File: src/rtl/decstage_pkg.sv
// rtl/decstage_pkg.sv - instruction field layout, address width and immediate modes for decstage_pipe
package decstage_pkg;

  localparam int ADDR_W  = 5;
  localparam int RS_LSB  = 21;
  localparam int RT_LSB  = 16;
  localparam int RD_LSB  = 11;
  localparam int IMM_LSB = 0;
  localparam int IMM_W   = 16;

  typedef enum logic [1:0] {
    IMM_SEXT = 2'b00,
    IMM_ZEXT = 2'b01,
    IMM_HI   = 2'b10,
    IMM_SHL2 = 2'b11
  } imm_ext_e;

  // Register 0 and anything past the populated file are not real storage.
  function automatic logic in_range(input logic [ADDR_W-1:0] addr, input int reg_n);
    return (addr != '0) && (int'(addr) < reg_n);
  endfunction

endpackage

File: src/rtl/decstage_if.sv
// rtl/decstage_if.sv - instruction-in, write-back and decoded-out signal bundle of decstage_pipe
interface decstage_if #(
  parameter int DATA_W = 32
);
  import decstage_pkg::*;

  logic [31:0]        Instr;
  logic               In_valid;
  logic               In_ready;
  logic               RF_B_sel;
  logic [1:0]         ImmExt_sel;
  logic               RF_WrEn;
  logic [ADDR_W-1:0]  RF_WrAddr;
  logic               RF_WrData_sel;
  logic [DATA_W-1:0]  ALU_out;
  logic [DATA_W-1:0]  MEM_out;
  logic               Out_valid;
  logic               Out_ready;
  logic [DATA_W-1:0]  Immed;
  logic [DATA_W-1:0]  RF_A;
  logic [DATA_W-1:0]  RF_B;

  modport master (
    output Instr, In_valid, RF_B_sel, ImmExt_sel, RF_WrEn, RF_WrAddr,
           RF_WrData_sel, ALU_out, MEM_out, Out_ready,
    input  In_ready, Out_valid, Immed, RF_A, RF_B
  );

  modport slave (
    input  Instr, In_valid, RF_B_sel, ImmExt_sel, RF_WrEn, RF_WrAddr,
           RF_WrData_sel, ALU_out, MEM_out, Out_ready,
    output In_ready, Out_valid, Immed, RF_A, RF_B
  );

endinterface

File: src/rtl/decstage_pipe_regfile.sv
// rtl/decstage_pipe_regfile.sv - regfile_nr: REG_N x DATA_W register file, one write port, two async read ports
module regfile_nr
  import decstage_pkg::*;
#(
  parameter int DATA_W = 32,
  parameter int REG_N  = 32
) (
  input  logic              Clk,
  input  logic              Rst,
  input  logic              wr_en,
  input  logic [ADDR_W-1:0] wr_addr,
  input  logic [DATA_W-1:0] wr_data,
  input  logic [ADDR_W-1:0] rd_addr_a,
  input  logic [ADDR_W-1:0] rd_addr_b,
  output logic [DATA_W-1:0] rd_data_a,
  output logic [DATA_W-1:0] rd_data_b
);

  // r0 has no storage; addresses that match no entry simply never hit.
  logic [DATA_W-1:0] regs [1:REG_N-1];

  always_ff @(posedge Clk) begin
    if (Rst) begin
      for (int i = 1; i < REG_N; i++) regs[i] <= '0;
    end else if (wr_en) begin
      for (int i = 1; i < REG_N; i++) begin
        if (wr_addr == ADDR_W'(i)) regs[i] <= wr_data;
      end
    end
  end

  always_comb begin
    rd_data_a = '0;
    rd_data_b = '0;
    for (int i = 1; i < REG_N; i++) begin
      if (rd_addr_a == ADDR_W'(i)) rd_data_a = regs[i];
      if (rd_addr_b == ADDR_W'(i)) rd_data_b = regs[i];
    end
  end

endmodule

File: src/rtl/decstage_pipe.sv
// rtl/decstage_pipe.sv - decode stage: register read, immediate extension, one-deep valid/ready output register
// Optional macro DECSTAGE_BYPASS_EN forwards same-cycle write-back data to the read operands.
module decstage_pipe
  import decstage_pkg::*;
#(
  parameter int DATA_W = 32,
  parameter int REG_N  = 32
) (
  input  logic        Clk,
  input  logic        Rst,
  decstage_if.slave   bus
);

  logic [ADDR_W-1:0] addr_a;
  logic [ADDR_W-1:0] addr_b;
  logic [IMM_W-1:0]  imm;
  logic signed [31:0] imm_hi;
  logic [DATA_W-1:0] imm_ext;
  logic [DATA_W-1:0] wr_data;
  logic [DATA_W-1:0] rd_a;
  logic [DATA_W-1:0] rd_b;
  logic [DATA_W-1:0] op_a;
  logic [DATA_W-1:0] op_b;
  logic              accept;
  logic              out_valid_q;
  logic [DATA_W-1:0] immed_q;
  logic [DATA_W-1:0] rf_a_q;
  logic [DATA_W-1:0] rf_b_q;
  logic              unused_opcode;

  assign addr_a  = bus.Instr[RS_LSB +: ADDR_W];
  assign addr_b  = bus.RF_B_sel ? bus.Instr[RT_LSB +: ADDR_W] : bus.Instr[RD_LSB +: ADDR_W];
  assign imm     = bus.Instr[IMM_LSB +: IMM_W];
  assign imm_hi  = {imm, 16'h0000};
  assign wr_data = bus.RF_WrData_sel ? bus.MEM_out : bus.ALU_out;
  assign unused_opcode = ^bus.Instr[31:26];

  regfile_nr #(
    .DATA_W (DATA_W),
    .REG_N  (REG_N)
  ) u_regfile (
    .Clk       (Clk),
    .Rst       (Rst),
    .wr_en     (bus.RF_WrEn),
    .wr_addr   (bus.RF_WrAddr),
    .wr_data   (wr_data),
    .rd_addr_a (addr_a),
    .rd_addr_b (addr_b),
    .rd_data_a (rd_a),
    .rd_data_b (rd_b)
  );

`ifdef DECSTAGE_BYPASS_EN
  assign op_a = (bus.RF_WrEn && bus.RF_WrAddr == addr_a && in_range(addr_a, REG_N)) ? wr_data : rd_a;
  assign op_b = (bus.RF_WrEn && bus.RF_WrAddr == addr_b && in_range(addr_b, REG_N)) ? wr_data : rd_b;
`else
  // The file updates at the same edge the operands are captured, so they see the old value.
  assign op_a = rd_a;
  assign op_b = rd_b;
`endif

  always_comb begin
    imm_ext = '0;
    case (bus.ImmExt_sel)
      IMM_SEXT: imm_ext = DATA_W'($signed(imm));
      IMM_ZEXT: imm_ext = DATA_W'(imm);
      IMM_HI:   imm_ext = DATA_W'(imm_hi);
      IMM_SHL2: imm_ext = DATA_W'($signed(imm)) << 2;
      default:  imm_ext = '0;
    endcase
  end

  // Ready is held high through reset so upstream never sees a spurious stall.
  assign bus.In_ready = Rst || !out_valid_q || bus.Out_ready;
  assign accept       = bus.In_valid && bus.In_ready && !Rst;

  always_ff @(posedge Clk) begin
    if (Rst) begin
      out_valid_q <= 1'b0;
      immed_q     <= '0;
      rf_a_q      <= '0;
      rf_b_q      <= '0;
    end else if (accept) begin
      out_valid_q <= 1'b1;
      immed_q     <= imm_ext;
      rf_a_q      <= op_a;
      rf_b_q      <= op_b;
    end else if (bus.Out_ready) begin
      out_valid_q <= 1'b0;
    end
  end

  assign bus.Out_valid = out_valid_q;
  assign bus.Immed     = immed_q;
  assign bus.RF_A      = rf_a_q;
  assign bus.RF_B      = rf_b_q;

endmodule

File: src/flat_wrapper.sv
// flat-port wrapper written by rule: the top's interface ports become plain ports
module decstage_pipe_flat import decstage_pkg::*;
#(
  parameter int DATA_W = 32,
  parameter int REG_N  = 32
)
  (Clk, Rst, bus_Instr, bus_In_valid, bus_RF_B_sel, bus_ImmExt_sel, bus_RF_WrEn, bus_RF_WrAddr, bus_RF_WrData_sel, bus_ALU_out, bus_MEM_out, bus_Out_ready, bus_In_ready, bus_Out_valid, bus_Immed, bus_RF_A, bus_RF_B);
  decstage_if #(.DATA_W(DATA_W)) bus_i ();
  input  logic Clk;
  input  logic Rst;
  input wire logic [$bits(bus_i.Instr)-1:0] bus_Instr;
  input wire logic [$bits(bus_i.In_valid)-1:0] bus_In_valid;
  input wire logic [$bits(bus_i.RF_B_sel)-1:0] bus_RF_B_sel;
  input wire logic [$bits(bus_i.ImmExt_sel)-1:0] bus_ImmExt_sel;
  input wire logic [$bits(bus_i.RF_WrEn)-1:0] bus_RF_WrEn;
  input wire logic [$bits(bus_i.RF_WrAddr)-1:0] bus_RF_WrAddr;
  input wire logic [$bits(bus_i.RF_WrData_sel)-1:0] bus_RF_WrData_sel;
  input wire logic [$bits(bus_i.ALU_out)-1:0] bus_ALU_out;
  input wire logic [$bits(bus_i.MEM_out)-1:0] bus_MEM_out;
  input wire logic [$bits(bus_i.Out_ready)-1:0] bus_Out_ready;
  output wire logic [$bits(bus_i.In_ready)-1:0] bus_In_ready;
  output wire logic [$bits(bus_i.Out_valid)-1:0] bus_Out_valid;
  output wire logic [$bits(bus_i.Immed)-1:0] bus_Immed;
  output wire logic [$bits(bus_i.RF_A)-1:0] bus_RF_A;
  output wire logic [$bits(bus_i.RF_B)-1:0] bus_RF_B;
  assign bus_i.Instr = bus_Instr;
  assign bus_i.In_valid = bus_In_valid;
  assign bus_i.RF_B_sel = bus_RF_B_sel;
  assign bus_i.ImmExt_sel = bus_ImmExt_sel;
  assign bus_i.RF_WrEn = bus_RF_WrEn;
  assign bus_i.RF_WrAddr = bus_RF_WrAddr;
  assign bus_i.RF_WrData_sel = bus_RF_WrData_sel;
  assign bus_i.ALU_out = bus_ALU_out;
  assign bus_i.MEM_out = bus_MEM_out;
  assign bus_i.Out_ready = bus_Out_ready;
  assign bus_In_ready = bus_i.In_ready;
  assign bus_Out_valid = bus_i.Out_valid;
  assign bus_Immed = bus_i.Immed;
  assign bus_RF_A = bus_i.RF_A;
  assign bus_RF_B = bus_i.RF_B;
  decstage_pipe #(.DATA_W(DATA_W), .REG_N(REG_N)) u_core (.Clk(Clk), .Rst(Rst), .bus(bus_i));
endmodule
File: config.mk
export PLATFORM = sky130hd
export DESIGN_NAME = decstage_pipe_flat
export DESIGN_NICKNAME = d
export VERILOG_FILES = /design/src/rtl/decstage_pkg.sv /design/src/rtl/decstage_if.sv /design/src/rtl/decstage_pipe_regfile.sv /design/src/rtl/decstage_pipe.sv /design/src/flat_wrapper.sv
export SDC_FILE = /design/constraint.sdc
export NUM_CORES = 2
export LEC_CHECK = 0
export ABC_AREA = 0
export CAP_MARGIN = 20
export CORE_AREA = 2 2 271 407
export CTS_CLUSTER_DIAMETER = 60
export DETAILED_ROUTE_END_ITERATION = 8
export DIE_AREA = 0 0 273 409
export MAX_ROUTING_LAYER = met4
export PLACE_DENSITY = 0.67
export SYNTH_ARGS = -nofsm -noshare
export SYNTH_HDL_FRONTEND = slang
export SYNTH_SLANG_ARGS = --single-unit
File: constraint.sdc
create_clock -name Clk -period 13 [get_ports Clk]
set_input_delay 1.95 -clock Clk [delete_from_list [all_inputs] [get_ports Clk]]
set_output_delay 1.95 -clock Clk [all_outputs]
set_load 0.02 [all_outputs]
Word level (Yosys, flattened, before mapping)
Memories as Yosys holds them, arrays and structs flattened.
Index checks and enable logic that the tools add are counted.
{ "totals": {"regBits": 97, "ramBits": 992, "output_inout_bits": 98, "mem_count": 1} }
{ "classes": {"n_eq_ne": 96, "n_mux": 224, "bitwise": 31, "reduce_logical": 8} }
{ "mem_list": {"columns": ["memory", "words", "width", "rd", "rd_ports_with_merged_regs", "wr", "line", "source"], "rows": [
  ["u_core.u_regfile.regs", 31, 32, 31, 0, 31, "decstage_pipe_regfile.sv:20", "logic [DATA_W-1:0] regs [1:REG_N-1];"]
]} }
{ "ops": {"columns": ["operator", "n"], "rows": [
  ["2-to-1 mux 32 bit", 94],
  ["equality test 5 bit, second input constant", 48],
  ["2-to-1 mux 1 bit", 128],
  ["one-hot mux 32 bit (4 select lines)", 1],
  ["equality test 5 x 4 -> 1 bit, second input constant", 24],
  ["equality test 5 x 3 -> 1 bit, second input constant", 12],
  ["OR 1 bit", 31],
  ["equality test 5 x 2 -> 1 bit, second input constant", 6],
  ["equality test 5 x 1 -> 1 bit, second input constant", 3],
  ["2-to-1 mux 5 bit", 1],
  ["equality test 2 bit, second input constant", 2],
  ["equality test 2 x 1 -> 1 bit, second input constant", 1],
  ["logical AND 1 bit", 2],
  ["zero test 1 bit", 2],
  ["zero test 2 bit", 1],
  ["logical OR 1 bit", 2],
  ["nonzero test 2 bit", 1]
]} }

Depth between registers and ports, before layout
{ "logic_depth": {"word_depth": 33, "depth_mapped": 12, "ltp_nobuf": 7} }

Modules after synthesis
Synthesis repeated with hierarchy kept, for this count alone.
{ "unflattened": {"cells_unflattened": 5877, "hier_area_um2": 61099.8} }
{ "by_module_without_submodules": {"columns": ["mod", "instances", "cells_per_inst", "area_per_inst_um2"], "rows": [
  ["regfile_nr", 1, 5364, 56528.0],
  ["decstage_pipe", 1, 513, 4571.9]
]} }

Worst setup path after synthesis
No wires, ideal clock.
{ "synth_timing": {"path_kind": "input-to-reg", "from": "input port bus_RF_WrAddr[2]", "to": "register u_core.u_regfile.regs[0][512] (netlist name)", "setup_ns": 0.470, "arrival_time_ns": 4.963, "setup_slack_ns": 7.567, "path_stages": 4, "path_cell_list": "clkbuf_1 > nor2_1 > nand2_1 > o31ai_1"} }
{ "synth_rtl": {"columns": ["element", "line", "source"], "rows": [
  ["start: declaration", "flat_wrapper.sv:16", "input wire logic [$bits(bus_i.RF_WrAddr)-1:0] bus_RF_WrAddr;"]
]} }

Worst setup path after layout
{ "layout_timing": {"from": "input port bus_Instr[11]", "to": "register u_core.rf_b_q[5], in the netlist u_core.bus.RF_B[5]"} }
{ "layout_between": {"elab_chain_cells": 33, "word_cells_on_any_way": 63, "cone_classes": "31 x eq/ne; 32 x mux"} }
{ "layout_lines": {"columns": ["element", "line", "source"], "rows": [
  ["start: declaration", "flat_wrapper.sv:11", "input wire logic [$bits(bus_i.Instr)-1:0] bus_Instr;"],
  ["2-to-1 mux 5 bit (*)", "decstage_pipe.sv:32", "assign addr_b = bus.RF_B_sel ? bus.Instr[RT_LSB +: ADDR_W] : bus.Instr[RD_LSB +: ADDR_W];"],
  ["equality test 5 x 1 -> 1 bit", "decstage_pipe_regfile.sv:37", "if (rd_addr_b == ADDR_W'(i)) rd_data_b = regs[i];"],
  ["2-to-1 mux 32 bit (30 in a row)", "decstage_pipe_regfile.sv:37", null],
  ["2-to-1 mux 32 bit (*)", "decstage_pipe_regfile.sv:37", null],
  ["end signal: assignment", "decstage_pipe.sv:87", "rf_b_q <= op_b;"],
  ["end: declaration", "decstage_pipe.sv:28", "logic [DATA_W-1:0] rf_b_q;"]
]} }
Mark *: on every way between the ends. The rest lies on a longest branch, timed or not.
A chain may end at the register's enable or synchronous reset.

==> flow_summary.html <==
<table>
<tr><th>Metric</th><th>Value</th></tr>
<tr><th colspan="2">Floorplanning</th></tr>
<tr><td>Die Y</td><td>409 um</td></tr>
<tr><td>Width of the die</td><td>273 um</td></tr>
<tr><td>Starting density of the core</td><td>0.496</td></tr>
<tr><td>Core Rows</td><td>148</td></tr>
<tr><td>Number of placed I/O pins</td><td>208</td></tr>
<tr><td>Core Box Area</td><td>0.108 mm2</td></tr>
<tr><td>Full die area</td><td>0.112 mm2</td></tr>
<tr><th colspan="2">Logic synthesis</th></tr>
<tr><td>Total of flip-flops plus latches after synthesis</td><td>1089</td></tr>
<tr><td>Predominant post-synthesis flop cell</td><td>sky130_fd_sc_hd__edfxtp_1</td></tr>
<tr><td>Leading cell types by total area after synthesis</td><td>sky130_fd_sc_hd__edfxtp_1 (55%), sky130_fd_sc_hd__nor2_1 (9.2%), sky130_fd_sc_hd__dfxtp_1 (3.6%)</td></tr>
<tr><td>Avg Inst Size Synth</td><td>10.3 um2</td></tr>
<tr><td>Fraction of registers with async set/reset</td><td>0</td></tr>
<tr><td>Post-synthesis cell type with the largest combined area</td><td>sky130_fd_sc_hd__edfxtp_1</td></tr>
<tr><td>Number of synthesized flops with an enable pin</td><td>992</td></tr>
<tr><td>Syn Std Cell Area</td><td>0.0537 mm2</td></tr>
<tr><td>Register area share after synthesis</td><td>0.591</td></tr>
<tr><td>Total of warnings raised by yosys</td><td>0</td></tr>
<tr><td>Post-Synthesis Net Count</td><td>5312</td></tr>
<tr><td>Number of different library cells in the post-synthesis netlist</td><td>102</td></tr>
<tr><td>Share of Yosys cell area claimed by the top area cell type</td><td>0.555</td></tr>
<tr><td>Gate count of the mapped netlist</td><td>5202</td></tr>
<tr><th colspan="2">Power</th></tr>
<tr><td>Total leakage power</td><td>21.2 nW</td></tr>
<tr><td>Psw</td><td>2.22 mW</td></tr>
<tr><td>Power per unit of standard cell area</td><td>135 mW/mm2</td></tr>
<tr><td>Relative contribution of combinational cells to total power</td><td>0.117</td></tr>
<tr><td>Fraction of power consumed by sequential logic</td><td>0.504</td></tr>
<tr><td>Peak supply drop</td><td>116 uV</td></tr>
<tr><td>Cell-internal power</td><td>6.03 mW</td></tr>
<tr><td>Clock share of power</td><td>0.379</td></tr>
<tr><td>Switching power share of the total</td><td>0.269</td></tr>
<tr><th colspan="2">Worst setup path</th></tr>
<tr><td>Endpoint of the worst-slack reg-to-reg timing path</td><td>u_core.bus.RF_A[3]</td></tr>
<tr><td>Element type at the critical path start</td><td>input port</td></tr>
<tr><td>Critical path, cell by cell</td><td>clkdlybuf4s50_1, nor3b_4, buf_4, nor2_2, buf_4, o221ai_1, a22o_1, a21oi_1, nor3_1, a21oi_1</td></tr>
<tr><td>Endpoint arrival time on the critical path</td><td>6.45 ns</td></tr>
<tr><td>Setup CP Type</td><td>input port to flop</td></tr>
<tr><td>Slowest CP cell</td><td>sky130_fd_sc_hd__nor2_2</td></tr>
<tr><td>R2R depth</td><td>7</td></tr>
<tr><td>Longest individual stage delay on the worst path</td><td>0.92 ns</td></tr>
<tr><td>Category of cells accounting for the largest share of critical-path delay</td><td>buffers and inverters</td></tr>
<tr><td>Worst-path maximum fanout</td><td>28</td></tr>
<tr><td>Slack of the worst reg-to-reg path</td><td>9.90 ns</td></tr>
<tr><td>Origin of the critical flop-to-flop path</td><td>u_core.bus.Out_valid</td></tr>
<tr><td>WP buf/inv</td><td>3</td></tr>
<tr><td>Req. time, crit path</td><td>13.66 ns</td></tr>
<tr><td>Critical Path Sink Type</td><td>flop</td></tr>
<tr><th colspan="2">CTS</th></tr>
<tr><td>Clock sink count</td><td>1089</td></tr>
<tr><td>Clock insertion delay at the later pin of the skew report</td><td>0.76 ns</td></tr>
<tr><td>Cts hold-fix bufs</td><td>0</td></tr>
<tr><td>Clock root buffer</td><td>sky130_fd_sc_hd__clkbuf_16</td></tr>
<tr><td>Number of buffers on the longest clock path</td><td>3</td></tr>
<tr><td>Clock tree from TritonCTS</td><td>built</td></tr>
<tr><td>Post-cts repair resize count</td><td>0</td></tr>
<tr><td>H-Tree Level Count</td><td>3</td></tr>
<tr><td>Clock transition time at the flip-flop clock pins of the worst setup and hold paths</td><td>0.07 ns</td></tr>
<tr><td>Number of buffers created by CTS</td><td>101</td></tr>
<tr><td>Post-CTS Setup Inserts</td><td>0</td></tr>
<tr><th colspan="2">Route</th></tr>
<tr><td>Via count of the routed design</td><td>48000</td></tr>
<tr><td>Post-route ant nets</td><td>0</td></tr>
<tr><td>Number of DRC markers after the initial detailed-route iteration</td><td>8782</td></tr>
<tr><td>Drt first pass iters</td><td>9</td></tr>
<tr><td>Via density per instance</td><td>7.20</td></tr>
<tr><td>Total wire length after detailed routing</td><td>224 mm</td></tr>
<tr><td>Number of DRC violations after detailed routing</td><td>12</td></tr>
<tr><td>Detail-routed net length per standard cell</td><td>33.5 um</td></tr>
<tr><th colspan="2">Final layout</th></tr>
<tr><td>Cell area after layout</td><td>0.0612 mm2</td></tr>
<tr><td>FILL cells</td><td>9224</td></tr>
<tr><td>Fraction of final layout cells with drive strength greater than 1</td><td>0.0975</td></tr>
<tr><td>Layout Area Growth over Synthesis</td><td>14.0%</td></tr>
<tr><td>Final net count</td><td>5262</td></tr>
<tr><th colspan="2">Timing</th></tr>
<tr><td>Post-layout minimum cycle time</td><td>5.79 ns</td></tr>
<tr><td>Setup repair after global routing missed its margin</td><td>false</td></tr>
<tr><td>Fraction of the cycle the final worst path needs</td><td>0.445</td></tr>
<tr><td>Max-slew violation count</td><td>0</td></tr>
<tr><td>Max Clock Skew</td><td>0.0257 ns</td></tr>
<tr><td>Maximum achievable frequency</td><td>173 MHz</td></tr>
<tr><td>Actual slew at the worst max-slew pin</td><td>1.29 ns</td></tr>
<tr><td>Hold Fails Final Rpt</td><td>0</td></tr>
<tr><td>Hold WS</td><td>0.452 ns</td></tr>
<tr><td>Final setup viols</td><td>0</td></tr>
<tr><td>Worst rel slew slack</td><td>0.138</td></tr>
<tr><td>Final total negative setup slack</td><td>0 ns</td></tr>
<tr><th colspan="2">Placement</th></tr>
<tr><td>Count of buffers inserted at the top-level ports</td><td>201</td></tr>
<tr><td>Weighted congestion at the end of routability-driven global placement</td><td>0.980</td></tr>
<tr><td>Half-perimeter wire length after detailed placement</td><td>137 mm</td></tr>
<tr><td>Cell area reported after detailed placement</td><td>0.0573 mm2</td></tr>
<tr><th colspan="2">Min path</th></tr>
<tr><td>Endpoint of the worst hold path</td><td>u_core.bus.Immed[0]</td></tr>
<tr><td>Hold path cells</td><td>2</td></tr>
<tr><td>Hold/Removal Path Class</td><td>flop to flop</td></tr>
<tr><td>Startpoint of the worst hold path</td><td>u_core.bus.Immed[0]</td></tr>
<tr><th colspan="2">Global routing</th></tr>
<tr><td>Global Route Usage Sum</td><td>0.404</td></tr>
<tr><td>Antenna violations before repair</td><td>3</td></tr>
<tr><td>Pin count of the biggest net entering global routing</td><td>68</td></tr>
<tr><td>Number of global-route vias before repair</td><td>46600</td></tr>
<tr><td>Global-route wire length before repair</td><td>317 mm</td></tr>
<tr><td>Total global routing overflow</td><td>0</td></tr>
<tr><th colspan="2">Run status</th></tr>
<tr><td>Outcome</td><td>finished with violations</td></tr>
<tr><td>Failing checks</td><td>design-rule violations</td></tr>
<tr><th colspan="2">Run</th></tr>
<tr><td>Max Cap Viol</td><td>0</td></tr>
</table>
## flip-flops by register name, indices dropped and copies added (netlist names)
register and cells:
u_core.bus.Immed 32, u_core.u_regfile.regs 992, u_core.bus.RF_A 32, u_core.bus.RF_B 32, u_core.bus.Out_valid 1
## cell families (layout without fill, tap and decap cells)
| family | Yosys count | count (layout) | synth area share |
|---|---|---|---|
| AOI/OAI and AO/OA | 1428 | 1428 | 0.185 |
| xor gates and xnor gates | 1 | 1 | 0.000163 |
| buffers and inverters | 539 | 578 | 0.0418 |
| DFF | 1089 | 1089 | 0.591 |
| muxes | 44 | 44 | 0.00876 |
| other | 0 | 4 | 0 |
| and+or+nand+nor | 2101 | 2101 | 0.173 |
## metal layers
layer,vias to the layer above,wire [um],GRT usage
li1,19600,-,-
met1,22800,72000,0.464
met5,-,0,-
met3,1222,31500,0.104
met4,0,17400,0.274
met2,4422,103000,0.620
## synth_stat cells (7+ instances only)
| library cell | count |
|---|---|
| sky130_fd_sc_hd__nor2_1 | 1316 |
| sky130_fd_sc_hd__edfxtp_1 | 992 |
| sky130_fd_sc_hd__clkbuf_1 | 383 |
| sky130_fd_sc_hd__o22ai_1 | 279 |
| sky130_fd_sc_hd__nand2_1 | 256 |
| sky130_fd_sc_hd__a21oi_1 | 247 |
| sky130_fd_sc_hd__a22oi_1 | 186 |
| sky130_fd_sc_hd__o21ai_0 | 184 |
| sky130_fd_sc_hd__and3_1 | 134 |
| sky130_fd_sc_hd__buf_2 | 97 |
| sky130_fd_sc_hd__dfxtp_1 | 97 |
| sky130_fd_sc_hd__nand3_1 | 89 |
| sky130_fd_sc_hd__a222oi_1 | 79 |
| sky130_fd_sc_hd__nor3_1 | 74 |
| sky130_fd_sc_hd__o221ai_1 | 68 |
| sky130_fd_sc_hd__nor4_1 | 60 |
| sky130_fd_sc_hd__a22o_1 | 59 |
| sky130_fd_sc_hd__a2111oi_0 | 54 |
| sky130_fd_sc_hd__a221oi_1 | 43 |
| sky130_fd_sc_hd__a31oi_1 | 38 |
| sky130_fd_sc_hd__mux2i_1 | 34 |
| sky130_fd_sc_hd__nand4_1 | 34 |
| sky130_fd_sc_hd__buf_1 | 32 |
| sky130_fd_sc_hd__a21o_1 | 31 |
| sky130_fd_sc_hd__nor2b_1 | 28 |
| sky130_fd_sc_hd__o21a_1 | 27 |
| sky130_fd_sc_hd__a41oi_1 | 25 |
| sky130_fd_sc_hd__nand2b_1 | 13 |
| sky130_fd_sc_hd__nand3b_1 | 10 |
| sky130_fd_sc_hd__o31ai_1 | 10 |
| sky130_fd_sc_hd__a211oi_1 | 9 |
| sky130_fd_sc_hd__inv_1 | 9 |
| sky130_fd_sc_hd__buf_4 | 8 |
| sky130_fd_sc_hd__buf_6 | 8 |
| sky130_fd_sc_hd__o211ai_1 | 8 |
| sky130_fd_sc_hd__o22a_1 | 8 |
| sky130_fd_sc_hd__or3_1 | 8 |
| sky130_fd_sc_hd__and3b_1 | 7 |
| sky130_fd_sc_hd__mux2_2 | 7 |
| sky130_fd_sc_hd__o21ai_1 | 7 |
## cells in the final DEF (no fill, tap or decap), types with 11 or more instances in the layout
cell / instances
sky130_fd_sc_hd__nand3_1: 88
sky130_fd_sc_hd__clkinv_2: 21
sky130_fd_sc_hd__a22o_1: 58
sky130_fd_sc_hd__nand2b_1: 13
sky130_fd_sc_hd__nand2_1: 229
sky130_fd_sc_hd__buf_4: 149
sky130_fd_sc_hd__a222oi_1: 79
sky130_fd_sc_hd__mux2i_4: 34
sky130_fd_sc_hd__nand4_1: 34
sky130_fd_sc_hd__edfxtp_1: 992
sky130_fd_sc_hd__clkbuf_8: 12
sky130_fd_sc_hd__a2111oi_0: 54
sky130_fd_sc_hd__o22ai_1: 275
sky130_fd_sc_hd__dfxtp_1: 97
sky130_fd_sc_hd__nor2b_1: 27
sky130_fd_sc_hd__a31oi_1: 38
sky130_fd_sc_hd__clkbuf_16: 102
sky130_fd_sc_hd__o21ai_0: 173
sky130_fd_sc_hd__and3_1: 134
sky130_fd_sc_hd__a22oi_1: 186
sky130_fd_sc_hd__nor4_1: 60
sky130_fd_sc_hd__a221oi_1: 43
sky130_fd_sc_hd__nor2_2: 19
sky130_fd_sc_hd__o21a_1: 26
sky130_fd_sc_hd__nand2_2: 27
sky130_fd_sc_hd__o221ai_1: 68
sky130_fd_sc_hd__nor2_1: 1296
sky130_fd_sc_hd__a21o_1: 30
sky130_fd_sc_hd__a21oi_1: 246
sky130_fd_sc_hd__clkbuf_1: 21
sky130_fd_sc_hd__a41oi_1: 25
sky130_fd_sc_hd__clkdlybuf4s50_1: 198
sky130_fd_sc_hd__o21ai_4: 11
sky130_fd_sc_hd__buf_12: 14
sky130_fd_sc_hd__nor3_1: 70
## layout make-up
class,count,area [um2],share of cell area
Tap cell,1425,1780,0.0291
Inverter,10,38.8,0.000634
Sequential cell,1089,31700,0.519
Antenna cell,4,10.0,0.000164
Multi-Input combinational cell,3574,20500,0.336
Timing Repair Buffer,376,3680,0.0601
Clock buffer,135,2800,0.0457
Clock inverter,57,623,0.0102
## through the flow
stage          power (mW)  setup WS [ns]  std cells  utilization
3_5_place_dp         5.11           6.81       6451        0.530
6_report             8.25           7.21       6670        0.566
3_3_place_gp         5.09           6.87       6446        0.529
2_1_floorplan        4.64           7.57       5202            -
4_1_cts              8.15           7.46       6643        0.562
5_1_grt              8.40           7.28       6669        0.566
## worst max path at each step
stage                           from                            end  depth (start not counted)
floorplan           bus_RF_WrAddr[2]  u_core.u_regfile.regs[0][512]                          4
global placement       bus_Instr[21]             u_core.bus.RF_A[0]                         11
detailed placement     bus_Instr[11]             u_core.bus.RF_B[5]                         10
CTS                              Rst                   bus_In_ready                          4
global route           bus_Instr[11]             u_core.bus.RF_B[1]                         10
finish                 bus_Instr[11]             u_core.bus.RF_B[5]                         10
## worst register-to-register path: stages (launching register included)
cell	delay (ns)
sky130_fd_sc_hd__dfxtp_1	0.32
sky130_fd_sc_hd__nand2b_1	0.15
sky130_fd_sc_hd__and2_2	0.33
sky130_fd_sc_hd__buf_4	0.53
sky130_fd_sc_hd__nand2_2	0.83
sky130_fd_sc_hd__o32ai_1	0.58
sky130_fd_sc_hd__o31ai_1	0.14
sky130_fd_sc_hd__a21oi_1	0.14
## power by group through the flow
stage | logic [mW] | registers (mW) | clock network, mW
floorplan | 0.439 | 4.21 | 0
global placement | 0.880 | 4.21 | 0
detailed placement | 0.893 | 4.22 | 0
CTS | 0.896 | 4.14 | 3.11
global route | 0.985 | 4.17 | 3.25
finish | 0.965 | 4.15 | 3.13
Note: power is estimated with default switching activity, not from simulation.
